**config.mk**
```make
export PLATFORM = sky130hd
export DESIGN_NAME = opb_reg_bank_ppc2simulink
export DESIGN_NICKNAME = d
export VERILOG_FILES = /design/src/rtl/opb_reg_bank_ppc2simulink.sv
export SDC_FILE = /design/constraint.sdc
export NUM_CORES = 1
export LEC_CHECK = 0
export CAP_MARGIN = 0
export CORE_AREA = 2 2 129 131
export DETAILED_ROUTE_END_ITERATION = 10
export DIE_AREA = 0 0 131 133
export DONT_BUFFER_PORTS = 1
export MAX_ROUTING_LAYER = met4
export PLACE_DENSITY = 0.75
export SLEW_MARGIN = 20
export SYNTH_ARGS = -nofsm -noshare
export SYNTH_HDL_FRONTEND = slang
export SYNTH_SLANG_ARGS = --single-unit
```
**constraint.sdc**
```tcl
create_clock -name OPB_Clk -period 1.95 [get_ports OPB_Clk]
set_input_delay 0.39 -clock OPB_Clk [delete_from_list [all_inputs] [get_ports OPB_Clk]]
set_output_delay 0.39 -clock OPB_Clk [all_outputs]
set_load 0.1 [all_outputs]
```
**src/rtl/opb_reg_bank_ppc2simulink.sv**
```systemverilog
// OPB slave register bank: NUM_REGS software-writable 32-bit control
// registers plus NUM_STATUS read-only status words from the user fabric.
// Control writes honour byte enables and raise a one-cycle write strobe for
// the addressed register. Registers flagged in PULSE_MASK clear themselves
// after the strobe cycle, which makes them usable as start/arm triggers.
// Each bus transfer takes three cycles: IDLE (capture), ACK and GAP. The GAP
// cycle absorbs an OPB_select that lingers for one cycle after the ack.
// All logic runs on OPB_Clk, and OPB_Rst is a synchronous active-high reset.

module opb_reg_bank_ppc2simulink #(
    parameter logic [31:0] C_BASEADDR   = 32'h010B2100,
    parameter logic [31:0] C_HIGHADDR   = 32'h010B21FF,
    parameter int          C_OPB_AWIDTH = 32,
    parameter int          C_OPB_DWIDTH = 32,
    parameter              C_FAMILY     = "virtex5",
    parameter int          NUM_REGS     = 4,
    parameter int          NUM_STATUS   = 2,
    parameter logic [15:0] PULSE_MASK   = 16'h0000
) (
    input  logic                                            OPB_Clk,
    input  logic                                            OPB_Rst,
    input  logic [0:31]                                     OPB_ABus,
    input  logic [0:3]                                      OPB_BE,
    input  logic [0:31]                                     OPB_DBus,
    input  logic                                            OPB_RNW,
    input  logic                                            OPB_select,
    input  logic                                            OPB_seqAddr,
    output logic [0:31]                                     Sl_DBus,
    output logic                                            Sl_xferAck,
    output logic                                            Sl_errAck,
    output logic                                            Sl_retry,
    output logic                                            Sl_toutSup,
    output logic [NUM_REGS*32-1:0]                          user_data_out,
    output logic [NUM_REGS-1:0]                             user_wr_strobe,
    input  logic [((NUM_STATUS > 0) ? NUM_STATUS : 1)*32-1:0] user_status_in
);

    // Status words start at byte offset 0x40, which is word index 16.
    localparam int STATUS_WORD0 = 16;

    // Configuration values that only describe the bus or the target family.
    localparam int   FAMILY_BITS = $bits(C_FAMILY);
    localparam logic CFG_OK_S    = (C_OPB_AWIDTH == 32) && (C_OPB_DWIDTH == 32) && (FAMILY_BITS > 0);

    typedef enum logic [1:0] {
        ST_IDLE = 2'd0,
        ST_ACK  = 2'd1,
        ST_GAP  = 2'd2
    } state_t;

    // Returns old_v with each byte k replaced by new_v's byte k when be[k]=1.
    function automatic logic [31:0] merge_bytes(
        input logic [31:0] old_v,
        input logic [31:0] new_v,
        input logic [3:0]  be
    );
        logic [31:0] res;
        for (int k = 0; k < 4; k++) begin
            res[8*k +: 8] = be[k] ? new_v[8*k +: 8] : old_v[8*k +: 8];
        end
        return res;
    endfunction

    state_t        state_r;
    state_t        state_nxt_s;

    logic [31:0]   addr_s;
    logic [5:0]    word_s;
    logic          hit_s;
    logic [31:0]   rd_data_s;
    logic          wr_apply_s;

    logic          rnw_r;
    logic [5:0]    word_r;
    logic [3:0]    be_r;
    logic [31:0]   wdata_r;
    logic [31:0]   sl_dbus_r;
    logic          xfer_ack_r;

    logic [31:0]   ctrl_r [NUM_REGS];
    logic [NUM_REGS-1:0] strobe_r;

    logic          unused_s;

    // Bus bit 0 is the MSB, so whole-vector copies put OPB bit k on user bit
    // 31-k. OPB_BE[0] lands on bit 3 and therefore covers user byte 3.
    assign addr_s = OPB_ABus;
    assign word_s = OPB_ABus[24:29];
    assign hit_s  = OPB_select && (addr_s >= C_BASEADDR) && (addr_s <= C_HIGHADDR);

    // A write lands in the ACK cycle and is committed at the edge that ends it.
    assign wr_apply_s = (state_r == ST_ACK) && !rnw_r;

    assign Sl_DBus        = sl_dbus_r;
    assign Sl_xferAck     = xfer_ack_r;
    assign Sl_errAck      = 1'b0;
    assign Sl_retry       = 1'b0;
    assign Sl_toutSup     = 1'b0;
    assign user_wr_strobe = strobe_r;

    assign unused_s = ^{1'b0, OPB_seqAddr, CFG_OK_S, user_status_in};

    // Transfer state register.
    always_ff @(posedge OPB_Clk) begin
        if (OPB_Rst) begin
            state_r <= ST_IDLE;
        end else begin
            state_r <= state_nxt_s;
        end
    end

    // Next-state logic: a hit is only accepted in IDLE, so a select held into GAP is ignored.
    always_comb begin
        state_nxt_s = state_r;
        case (state_r)
            ST_IDLE: begin
                if (hit_s) begin
                    state_nxt_s = ST_ACK;
                end else begin
                    state_nxt_s = ST_IDLE;
                end
            end
            ST_ACK:  state_nxt_s = ST_GAP;
            ST_GAP:  state_nxt_s = ST_IDLE;
            default: state_nxt_s = ST_IDLE;
        endcase
    end

    // Read mux: control registers at words 0.., status at words 16..; other words read 0.
    always_comb begin
        rd_data_s = 32'h0000_0000;
        for (int i = 0; i < NUM_REGS; i++) begin
            if (word_s == 6'(i)) begin
                rd_data_s = ctrl_r[i];
            end else begin
                rd_data_s = rd_data_s;
            end
        end
        for (int j = 0; j < NUM_STATUS; j++) begin
            if (word_s == 6'(STATUS_WORD0 + j)) begin
                rd_data_s = user_status_in[32*j +: 32];
            end else begin
                rd_data_s = rd_data_s;
            end
        end
    end

    // Capture the request on an IDLE hit and drive the ack and read data for the ACK cycle.
    always_ff @(posedge OPB_Clk) begin
        if (OPB_Rst) begin
            rnw_r      <= 1'b1;
            word_r     <= 6'd0;
            be_r       <= 4'h0;
            wdata_r    <= 32'h0000_0000;
            sl_dbus_r  <= 32'h0000_0000;
            xfer_ack_r <= 1'b0;
        end else begin
            case (state_r)
                ST_IDLE: begin
                    if (hit_s) begin
                        rnw_r      <= OPB_RNW;
                        word_r     <= word_s;
                        be_r       <= OPB_BE;
                        wdata_r    <= OPB_DBus;
                        xfer_ack_r <= 1'b1;
                        sl_dbus_r  <= OPB_RNW ? rd_data_s : 32'h0000_0000;
                    end else begin
                        xfer_ack_r <= 1'b0;
                        sl_dbus_r  <= 32'h0000_0000;
                    end
                end
                default: begin
                    xfer_ack_r <= 1'b0;
                    sl_dbus_r  <= 32'h0000_0000;
                end
            endcase
        end
    end

    // Control registers and strobes: a write updates the enabled bytes and pulses
    // the strobe for the GAP cycle; a pulse-mode register clears on any other edge.
    always_ff @(posedge OPB_Clk) begin
        for (int i = 0; i < NUM_REGS; i++) begin
            if (OPB_Rst) begin
                ctrl_r[i]   <= 32'h0000_0000;
                strobe_r[i] <= 1'b0;
            end else if (wr_apply_s && (word_r == 6'(i))) begin
                ctrl_r[i]   <= merge_bytes(ctrl_r[i], wdata_r, be_r);
                strobe_r[i] <= 1'b1;
            end else begin
                strobe_r[i] <= 1'b0;
                if (PULSE_MASK[i]) begin
                    ctrl_r[i] <= 32'h0000_0000;
                end
            end
        end
    end

    // Flatten the register array onto the user bus, with register i at bits [32*i+31:32*i].
    always_comb begin
        user_data_out = '0;
        for (int i = 0; i < NUM_REGS; i++) begin
            user_data_out[32*i +: 32] = ctrl_r[i];
        end
    end

endmodule

```
==> impl_metrics.yaml <==
worst_setup_path:
  crit_chain: "nor3_2 > nand3_4 > nor3_4 > buf_4 > a21o_1 > buf_12"
  end_kind: "flop"
  critPathMaxStageDelay_ps: 330
  r2r_setup_slack_ps: 140
  path_max_fanout: 8
  cp.required_ps: 2160
  crit_type: "flop to flop"
  crit_path_top_delay_cell: "dfxtp_1"
  critPathBufInv: 2
  start_kind: "flop"
  worstPathArrival_ps: 2020
  critPathTopFamily: "simple AND/OR/NAND/NOR gates"
clock_tree:
  cts_made_buffers: 21
  clockBufferDepth: 3
  cts_max_level: 1
  clock_sinks: 210
  cts-root-buf: "clkbuf_16"
  clk_latency_ps: 500
  cts.clk_slew.worst_paths_ps: 60
  tritoncts: "built"
power_and_ir_drop:
  p_leak_nw: 4.47
  clkPwrFrac_pct: 37.0
  p_sw_mw: 3.03
  intPower_mw: 7.37
  p_per_area_nw_per_um2: 884
  swShare_pct: 29.2
  power_frac_comb_pct: 15.7
  vdd_ir_drop_max_v: 0.000633
  p_seq_share_pct: 47.3
floorplan:
  fp.dieW_um: 131
  core_um2: 16200
  fp.dieH_um: 133
  io_pins: 305
  die_area_um2: 17400
  start_util_pct: 59.2
  rows: 47
logic_synthesis:
  synth.most_common_cell: "and2_1"
  synth_edf_count: 128
  ys_types: 45
  synthCells: 801
  synth_top_cells_by_count: "and2_1 (154), edfxtp_1 (128), dfxtp_1 (82), a21oi_1 (62), o21ai_0 (60)"
  synth.cell_area_um2: 9570
  yosysTopAreaCell: "edfxtp_1"
  yosys-top-cells-area: "edfxtp_1 (40%), dfxtp_1 (17%), and2_1 (10%), mux2i_1 (5.4%), a221oi_2 (3.5%)"
  synth-async-reset-ratio_pct: 0
  ys_seq_area_share_pct: 57.3
  yosys_warnings: 0
  synth_seq_cells: 210
  ys.flop_type: "edfxtp_1"
  yosysTopAreaCellShare_pct: 40.2
  avgSynthCellArea_um2: 11.9
timing:
  timing.final.crit_share_pct: 92.8
  fin_crit_ps: 1810
  setup_viol: 0
  timing.fmax_ghz: 0.553
  hold_viol_final: 0
  skew_ps: 13.4
  grt_setup_unrepaired: "no"
  slew_viol_final: 0
routing:
  post_drt_wl_per_cell_um: 22.5
  via_per_inst: 6.10
  vias: 7247
  firstDrtPassIters: 6
  totalWireLength_um: 26800
  ant_nets: 0
  initialDrtViolationCount: 598
  remaining_drc_errors: 0
place:
  hpwl_um: 19200
  portBuffers: 0
  routabilityCongestion: 0.933
  placed_cells: 1146
global_route:
  grt-ovfl-total: 0
  antenna_found_initial: 0
  first_global_vias: 7232
  grt_max_degree: 72
  track_usage_pct: 30.9
  grt_pass1_wl_um: 40000
job:
  drv_cap: 0
cells_and_area:
  nets: 1090
  area_delta_synth_final_pct: 23.0
  stdcell_count: 1188
  drive_gt1_share_pct: 31.1
  antenna_cells: 0
  fin_util_pct: 72.7
status:
  status: "finished clean"
hold_path:
  hold_class: "primary input to flop"
## layer usage
layer | track usage, % | wire, um | vias up
met5 | - | 0 | -
met4 | 10.4 | 805 | 0
met3 | 6.23 | 2420 | 66
met2 | 50.5 | 13400 | 441
met1 | 38.5 | 10200 | 3504
li1 | - | - | 3236
## power by group through the flow
stage / Sequential, mW / Clock (mW) / Combinational (mW)
3_5_place_dp: 5.01 / 0 / 1.61
4_1_cts: 4.92 / 3.86 / 1.63
3_3_place_gp: 5.01 / 0 / 1.59
6_report: 4.92 / 3.85 / 1.63
5_1_grt: 4.93 / 4.05 / 1.67
2_1_floorplan: 6.02 / 0 / 0.321
## sequential cells by signal, summed over array words and instances, names as in the netlist
name	flops
ctrl_r	128
Sl_DBus	32
wdata_r	32
word_r	6
be_r	4
user_wr_strobe	4
state_r	2
Sl_xferAck	1
rnw_r	1
## logic make-up (layout without fill, tap and decap cells)
group / after synthesis / after routing / share of synthesized area (%)
and+or+nand+nor: 257 / 257 / 17.5
DFF: 210 / 210 / 57.3
AOI/OAI and AO/OA: 190 / 190 / 13.6
buffers and inverters: 83 / 248 / 4.59
muxes: 60 / 60 / 6.85
other: 1 / 3 / 0.0392
## worst register-to-register path, cell delays in order, from the launching register on
cell     delay, ps
dfxtp_1        330
nor3_2         260
nand3_4        180
nor3_4         280
buf_4          180
a21o_1         160
buf_12         130
## worst paths after layout
kind | from | endpoint | cells after the start
min | OPB_ABus[29] | Sl_DBus[4] | 1
max reg2reg | word_r[5] | ctrl_r[0][17] | 6
min reg2reg | state_r[1] | state_r[1] | 1
max | word_r[5] | ctrl_r[0][17] | 6
## what timing repair did
item,in CTS,in global routing
endpoints found under the hold margin,46,0
setup endpoints to repair,36,55
buffers inserted,3,0
hold buffers,1,0
gates cloned,0,0
resized for setup,6,5
pin swaps,1,0
## area by class of cell
class,instances,area [um2]
Sequential cell,210,5490
Fill cell,1096,4410
Multi-Input combinational cell,510,3670
Timing Repair Buffer,204,1660
Clock buffer,31,583
Tap cell,220,275
Clock inverter,7,65.1
Inverter,6,22.5
## cell usage in the layout (no fill, tap or decap), types with 3 or more instances in the layout
cell,n
a21o_1,7
a21o_2,10
a21oi_1,62
a21oi_2,4
a221oi_2,22
a222oi_1,4
a22oi_1,4
a311oi_1,3
and2_1,152
buf_12,10
buf_4,194
clkbuf_1,8
clkbuf_16,21
conb_1,3
dfxtp_1,82
edfxtp_1,128
inv_1,6
mux2_2,4
mux2i_1,52
mux4_2,4
nand4_1,43
nor2_1,30
nor3_4,4
nor4b_2,3
o21ai_0,60
o21ai_1,6
o2bb2ai_1,4
or2_2,4
## stage by stage
stage / total power [mW] / area (um2) / setup slack, ps / setup TNS [ps] / hold WS (ps)
2_1_floorplan: 6.35 / 9570 / 169 / 0 / 449
3_3_place_gp: 6.60 / 11100 / 29.9 / 0 / 458
3_5_place_dp: 6.62 / 11100 / -96.6 / -2150 / 466
4_1_cts: 10.4 / 11800 / 4.61 / 0 / 18.2
5_1_grt: 10.7 / 11800 / 57.7 / 0 / 38.7
6_report: 10.4 / 11800 / 141 / 0 / 41.0
Power figures use the tool's default switching activity.
